## config.mk

```make
export PLATFORM = sky130hd
export DESIGN_NAME = seg7_scan_display
export DESIGN_NICKNAME = d
export VERILOG_FILES = /design/src/rtl/seg7_pkg.sv /design/src/rtl/seg7_scan_display_hex_to_seg7.sv /design/src/rtl/seg7_scan_display.sv
export SDC_FILE = /design/constraint.sdc
export NUM_CORES = 1
export LEC_CHECK = 0
export BUFFER_PORTS_ARGS = -buffer_cell sky130_fd_sc_hd__buf_2
export CAP_MARGIN = 10
export CORE_UTILIZATION = 40
export DETAILED_ROUTE_END_ITERATION = 10
export SYNTH_ARGS = -nofsm -noshare
export SYNTH_HDL_FRONTEND = slang
export SYNTH_SLANG_ARGS = --single-unit
```

## constraint.sdc

```tcl
create_clock -name clk -period 2.7 [get_ports clk]
set_clock_uncertainty 0.05 [all_clocks]
set_input_delay 0.27 -clock clk [delete_from_list [all_inputs] [get_ports clk]]
set_output_delay 0.27 -clock clk [all_outputs]
set_load 0.01 [all_outputs]
```

## src/rtl/seg7_pkg.sv

```systemverilog
// rtl/seg7_pkg.sv - shared glyph table, digit count and types for the 7-segment scanner
package seg7_pkg;

    localparam int NUM_DIGITS = 4;

    typedef logic [1:0] digit_idx_t;

    typedef enum logic {
        PH_BLANK = 1'b0,
        PH_DRIVE = 1'b1
    } phase_t;

    // Active-high g..a glyphs; element [n] is the glyph for hex digit n.
    localparam logic [15:0][6:0] GLYPH_TABLE = {
        7'h71, 7'h79, 7'h5E, 7'h39, 7'h7C, 7'h77, 7'h6F, 7'h7F,
        7'h07, 7'h7D, 7'h6D, 7'h66, 7'h4F, 7'h5B, 7'h06, 7'h3F
    };

endpackage

```

## src/rtl/seg7_scan_display_hex_to_seg7.sv

```systemverilog
// rtl/seg7_scan_display_hex_to_seg7.sv - combinational nibble to active-high 7-segment glyph
module hex_to_seg7
    import seg7_pkg::*;
(
    input  logic [3:0] nibble,
    output logic [6:0] glyph
);

    always_comb begin
        glyph = GLYPH_TABLE[nibble];
    end

endmodule

```

## src/rtl/seg7_scan_display.sv

```systemverilog
// rtl/seg7_scan_display.sv - 4-digit multiplexed 7-segment driver with blanking and frame-synchronous updates
module seg7_scan_display
    import seg7_pkg::*;
#(
    parameter int PRESCALE       = 100000,
    parameter int BLANK_CYCLES   = 1000,
    parameter bit SEG_ACTIVE_LOW = 1'b1,
    parameter bit AN_ACTIVE_LOW  = 1'b1,
    parameter bit BLANK_LEADING  = 1'b1
) (
    input  logic        clk,
    input  logic        rst,
    input  logic        enable,
    input  logic [15:0] value,
    input  logic        value_valid,
    input  logic [3:0]  dp_in,
    output logic [6:0]  seg,
    output logic        dp,
    output logic [3:0]  an,
    output logic        frame_done
);

    localparam int         PW      = $clog2(PRESCALE);
    localparam logic [PW-1:0] LAST = PW'(PRESCALE - 1);
    localparam logic [PW-1:0] BLANK_END = PW'(BLANK_CYCLES);
    localparam logic [6:0] SEG_OFF = SEG_ACTIVE_LOW ? 7'h7F : 7'h00;
    localparam logic       DP_OFF  = SEG_ACTIVE_LOW;
    localparam logic [3:0] AN_OFF  = AN_ACTIVE_LOW ? 4'hF : 4'h0;

    logic [PW-1:0] presc_q, presc_d;
    digit_idx_t    idx_q, idx_d;
    phase_t        phase_q, phase_d;
    logic [19:0]   shadow_q, shadow_d;    // {value, dp}
    logic [19:0]   disp_q, disp_d;
    logic          pending_q, pending_d;
    logic [3:0]    an_q, an_d;
    logic [6:0]    seg_q, seg_d;
    logic          dp_q, dp_d;
    logic          frame_done_q, frame_done_d;

    logic [15:0]   disp_val;
    logic [3:0]    nibble_sel;
    logic [6:0]    glyph;
    logic [3:0]    onehot;
    logic          boundary;
    logic          suppress;

    assign disp_val   = disp_q[19:4];
    assign nibble_sel = disp_val[{idx_q, 2'b00} +: 4];

    hex_to_seg7 u_hex_to_seg7 (
        .nibble (nibble_sel),
        .glyph  (glyph)
    );

    always_comb begin
        boundary = enable && (presc_q == LAST) && (idx_q == 2'd3);
        onehot   = 4'b0001 << idx_q;
        // A digit is a leading zero when it and every digit to its left are zero.
        suppress = BLANK_LEADING && (idx_q != 2'd0) && ((disp_val >> {idx_q, 2'b00}) == 16'h0000);

        presc_d = presc_q;
        idx_d   = idx_q;
        if (!enable) begin
            presc_d = '0;
            idx_d   = '0;
        end else if (presc_q == LAST) begin
            presc_d = '0;
            idx_d   = idx_q + 2'd1;
        end else begin
            presc_d = presc_q + 1'b1;
        end
        phase_d = (presc_d < BLANK_END) ? PH_BLANK : PH_DRIVE;

        shadow_d  = shadow_q;
        pending_d = pending_q;
        disp_d    = disp_q;
        if (boundary && pending_q) begin
            disp_d    = shadow_q;
            pending_d = 1'b0;
        end
        // A capture on the boundary cycle lands in shadow only, so it waits a frame.
        if (value_valid) begin
            shadow_d  = {value, dp_in};
            pending_d = 1'b1;
        end

        an_d         = AN_OFF;
        seg_d        = SEG_OFF;
        dp_d         = DP_OFF;
        frame_done_d = boundary;
        if (enable && (phase_q == PH_DRIVE)) begin
            an_d  = AN_ACTIVE_LOW ? ~onehot : onehot;
            seg_d = suppress ? SEG_OFF : (SEG_ACTIVE_LOW ? ~glyph : glyph);
            dp_d  = disp_q[idx_q] ^ SEG_ACTIVE_LOW;
        end
    end

    always_ff @(posedge clk) begin
        if (!rst) begin
            presc_q      <= '0;
            idx_q        <= '0;
            phase_q      <= PH_BLANK;
            shadow_q     <= '0;
            disp_q       <= '0;
            pending_q    <= 1'b0;
            an_q         <= AN_OFF;
            seg_q        <= SEG_OFF;
            dp_q         <= DP_OFF;
            frame_done_q <= 1'b0;
        end else begin
            presc_q      <= presc_d;
            idx_q        <= idx_d;
            phase_q      <= phase_d;
            shadow_q     <= shadow_d;
            disp_q       <= disp_d;
            pending_q    <= pending_d;
            an_q         <= an_d;
            seg_q        <= seg_d;
            dp_q         <= dp_d;
            frame_done_q <= frame_done_d;
        end
    end

    assign an         = an_q;
    assign seg        = seg_q;
    assign dp         = dp_q;
    assign frame_done = frame_done_q;

endmodule

```

[Yosys cells after proc, flatten, opt, wreduce, memory -nomap -nowiden]
Memory sizes are Yosys's and may differ from the RTL's.
Cells that the tools add are included.
Word-level totals
  register bits: 74
  memory bits (read-only): 112
  input port bits: 24
  output and inout port bits: 13
  word-level logic and storage cells: 45
  memories: 1
Cells by class
  add/subtract/negate cells: 2
  $lt $le $gt $ge: 3
  equal/unequal tests: 2
  shifts and indexed selects: 3
  muxes and demuxes: 8
  bitwise gates (word level): 5
  reduce and logical (&&, ||, !) cells: 11
Memory list
  (name not given): depth 16, width 7, rd ports 1, clocked after memory_dff 0, wr ports 0, line seg7_scan_display_hex_to_seg7.sv:10  | glyph = GLYPH_TABLE[nibble];
Operators with widths (number)
  17-bit 2-to-1 mux: 2
  17-bit by 1-bit adder with 17-bit output, second input constant: 1
  17-bit equality test, second input constant: 1
  17-bit by 10-bit < comparator with 1-bit output, second input constant: 1
  16-bit logical NOT: 1
  16-bit by 5-bit variable part select with 4-bit output: 1
  16-bit by 4-bit right shift with 16-bit output: 1
  7-bit 2-to-1 mux: 1
  7-bit NOT: 1
  2-bit by 6-bit < comparator with 1-bit output, second input constant: 1
  1-bit logical AND: 5
  4-bit by 5-bit < comparator with 1-bit output, second input constant: 1
  1-bit 2-to-1 mux: 4
  4-bit NOT: 1
  2-bit AND reduction: 2
  2-bit nonzero test: 2
  1-bit by 2-bit left shift with 4-bit output, first input constant: 1
  1-bit NOT: 3
  3-bit OR reduction: 1
  2-bit by 1-bit adder with 2-bit output, second input constant: 1
  1-bit binary-select mux with 2-bit select: 1
  2-bit equality test, second input constant: 1

[Longest topological paths before layout]
  word-level depth: 6
  mapped depth: 8
  gate-level depth less buffers: 7

[By module]
A second synthesis with hierarchy kept.
Unflattened totals
  cells, all modules: 349
  area, all modules: 3518.4 µm²
Modules (own cells, without submodules)
  seg7_scan_display: instances 1, cells an instance 316, area an instance 3230.6 µm², sequential area each 1481.4 µm²
  hex_to_seg7: instances 1, cells an instance 33, area an instance 287.8 µm², sequential area each 0.0 µm²

[Least setup slack after synthesis]
Ideal clock, no wire load.
  path type: reg2reg
  from: register idx_q[0]
  to: register seg_q[2], in the netlist seg[2]
  library setup time: 0.079 ns
  arrival time: 2.212 ns
  required time: 2.571 ns
  slack: 0.359 ns
  cell stages (with the launch flop): 9
  buffers on the path: 1
  period minus slack after synthesis: 2.341 ns
  path through: dfxtp_1 buf_2 mux4_2 inv_1 ha_1 or4b_1 a211oi_1 nor2b_1 o211ai_1
Between the ends
  longest elaborated chain between the ends: 4
  elaborated cells on any way between the ends: 9
  classes of those cells: shift (2); mux (1); bitwise (1); reduce/logical (4); memory (1)
RTL lines
  from (decl): line seg7_scan_display.sv:31  | digit_idx_t idx_q, idx_d;
  from (signal assigned): line seg7_scan_display.sv:113  | idx_q <= idx_d;
  16-bit by 5-bit variable part select with 4-bit output / 16-bit by 4-bit right shift with 16-bit output (equally long branches): line seg7_scan_display.sv:49, seg7_scan_display.sv:60
  memory read 16 x 7 bit / 16-bit logical NOT (equally long branches)
  7-bit 2-to-1 mux (not written as such) / 1-bit logical AND (equally long branches): line seg7_scan_display_hex_to_seg7.sv:10, seg7_scan_display.sv:60
  7-bit NOT / 3-bit OR reduction (equally long branches)
  to (signal assigned): line seg7_scan_display.sv:119  | seg_q <= seg_d;
  to (decl): line seg7_scan_display.sv:37  | logic [6:0] seg_q, seg_d;
Parallel ways exist; a longest one is shown, timed or not. The select of a mux whose other input is x is not followed.
A chain may end at the register's enable or synchronous reset.

[Final worst setup path]
  from: register idx_q[0]
  to: register seg_q[5], in the netlist seg[5]
Same word-level chain as after synthesis.

==> results.json <==
{
  "status": "finished clean",
  "wl_per_cell_um": 13.3,
  "period_share": 0.900,
  "synth_fp_nets": 375,
  "die_h_um": 94.1,
  "reg2reg_from": "idx_q[0]",
  "portBuffers": 36,
  "drt_first_pass_iters": 4,
  "drive_above_1_share": 0.178,
  "dieArea_mm2": 0.00885,
  "cts_setup_buffers": 0,
  "power.leakage_nw": 1.56,
  "yosys.area_share.simple": 0.226,
  "avgSynthCellArea_um2": 9.94,
  "reg2reg_to": "seg[5]",
  "drc": 0,
  "reg2reg_depth": 7,
  "min_path_type": "in -> reg",
  "yosysTopAreaCell": "dfxtp_1",
  "async_flop_share": 0,
  "synth_mux_area_frac": 0.164,
  "period_minus_slack_ps": 2430,
  "synthCells": 341,
  "synth_top_family_by_area": "simple AND/OR/NAND/NOR gates",
  "cap_violations": 0,
  "startpoint_type": "flip-flop",
  "diodes": 0,
  "cts_tree": "yes",
  "ant_nets": 0,
  "dpl_cell_area_mm2": 0.00364,
  "crit_fanout": 7,
  "drtIter0Drc": 81,
  "met3_usage": 0.0340,
  "nets": 405,
  "ys_seq_area_frac": 0.437,
  "synth-compound-area-share": 0.0535,
  "powerDensity_mw_per_mm2": 547,
  "initial_utilization": 0.413,
  "tns_ps": 0,
  "drv_slew": 0,
  "synth_top_cell_area_share": 0.437,
  "clock-root-buffer": "clkbuf_8",
  "synth_xor_xnor_area_share": 0.0413,
  "ys_seq_elements": 74,
  "grt_pass1_vias": 2196,
  "ys.warnings.count": 0,
  "rsz0062_at_grt": "no",
  "irDropWorstVdd_v": 0.000268,
  "place_congestion": 0.845,
  "hpwl_um": 4570,
  "synth_edf_count": 0,
  "grt_max_degree": 45,
  "track_usage": 0.161,
  "coreArea_mm2": 0.00822,
  "routed_wl_um": 6400,
  "use_met1": 0.231,
  "synth_fa_ha_area_frac": 0.0369,
  "hold_ws_ps": 114,
  "io_pins": 37,
  "numCtsBuffers": 9,
  "grt_overflow": 0,
  "holdPathEnd": "shadow_q[15]",
  "holdPathStages": 3,
  "hold_violations": 0,
  "cts_hold_buf": 0,
  "clock_latency_ps": 360,
  "clk_pin_slew_ps": 90,
  "min_from": "value[11]",
  "synth_area_leaders": "dfxtp_1, mux2i_1, nor2b_1",
  "relSlewSlack": 0.545,
  "synthMostInstantiatedCell": "dfxtp_1",
  "critPathKind": "reg -> reg",
  "vias": 2411,
  "cts.htree.levels": 3,
  "tightestPinTransition_ps": 680,
  "cp-end-kind": "flip-flop",
  "stdcell_area_mm2": 0.00385,
  "clockBufferDepth": 2,
  "netlist_area_mm2": 0.00339,
  "use_met2": 0.224,
  "cts-resized-gates": 0,
  "fin_util": 0.469,
  "r2r_setup_slack_ps": 270,
  "cp.required_ps": 2920,
  "fmax_mhz": 411,
  "antenna_found_initial": 0,
  "grt_first_pass_wirelength_um": 10900,
  "synth_common_cells": "dfxtp_1, mux2i_1, nor2b_1",
  "viasPerCell": 5.01,
  "clkSinkCount": 74,
  "synth_cell_types": 46,
  "critPathArrivalTime_ps": 2650,
  "final-setup-viol-count": 0,
  "syn_to_final_growth_pct": 13.6,
  "rows": 33,
  "grt_busiest_layer": "met1",
  "ys.flop_type": "dfxtp_1",
  "die_w_um": 94.1
}
[worst max path at each step]
stage / depth (start not counted) / end / from
floorplan: 8 / seg[2] / idx_q[0]
detailed placement: 7 / seg[1] / idx_q[0]
finish: 7 / seg[5] / idx_q[0]
CTS: 7 / seg[5] / idx_q[0]
global route: 7 / seg[5] / idx_q[0]
global placement: 7 / seg[1] / idx_q[0]
[worst max-delay path, cell delays in order (launching register included)]
cell,delay (ps)
dfxtp_1,480
mux4_2,610
inv_1,130
ha_1,160
or4b_1,430
a211oi_1,210
nor2b_1,160
o221ai_1,110
[stage by stage]
step	total power [W]	instances	setup slack, ps
final	0.00211	481	270
after global routing	0.00219	481	92.0
after CTS	0.00214	481	258
after detailed placement	0.00123	465	269
after global placement	0.00123	465	326
after floorplan	0.00120	341	359
[cells in the final DEF, fill, tap and decap left out, drive strengths merged, types with 7 or more instances in the layout]
cell type and instances:
clkbuf 9, nor2 23, nand3 7, inv 18, nor2b 42, xnor2 13
buf 40, mux2i 42, nand2 21, a21oi 7, ha 10, dfxtp 74
[power by group]
part / internal (W) / total, W / switching (W)
logic: 0.0000416 / 0.0000789 / 0.0000373
registers: 0.00111 / 0.00112 / 0.0000126
clock network: 0.000444 / 0.000904 / 0.000459
total: 0.00160 / 0.00211 / 0.000509
[cells by family (layout without fill, tap and decap cells)]
logic type | Yosys count | count (layout)
flops | 74 | 74
xor+xnor | 16 | 16
fa+ha+maj | 10 | 10
mux | 48 | 48
compound gates | 26 | 26
simple gates | 132 | 132
buf+inv | 35 | 70
[routing by layer]
metal	up-vias	wire length, µm
li1	1234	-
met4	0	130
met2	58	2740
met5	-	0
met3	9	272
met1	1110	3250
[sequential cells by signal (all words and copies together) (netlist names), 2 cells and up]
register	flops
disp_q	20
shadow_q	20
presc_q	17
seg	7
an	4
idx_q	2
[area by class of cell]
type / instances / area [µm²]
fillers: 807 / 4360
multi-input cells: 232 / 1770
flip-flops and latches: 74 / 1480
repair buffers: 40 / 210
well taps: 105 / 131
clock buffers: 9 / 124
clock inverters: 7 / 83.8
inverters: 14 / 52.6
(Power assumes the default switching activity.)
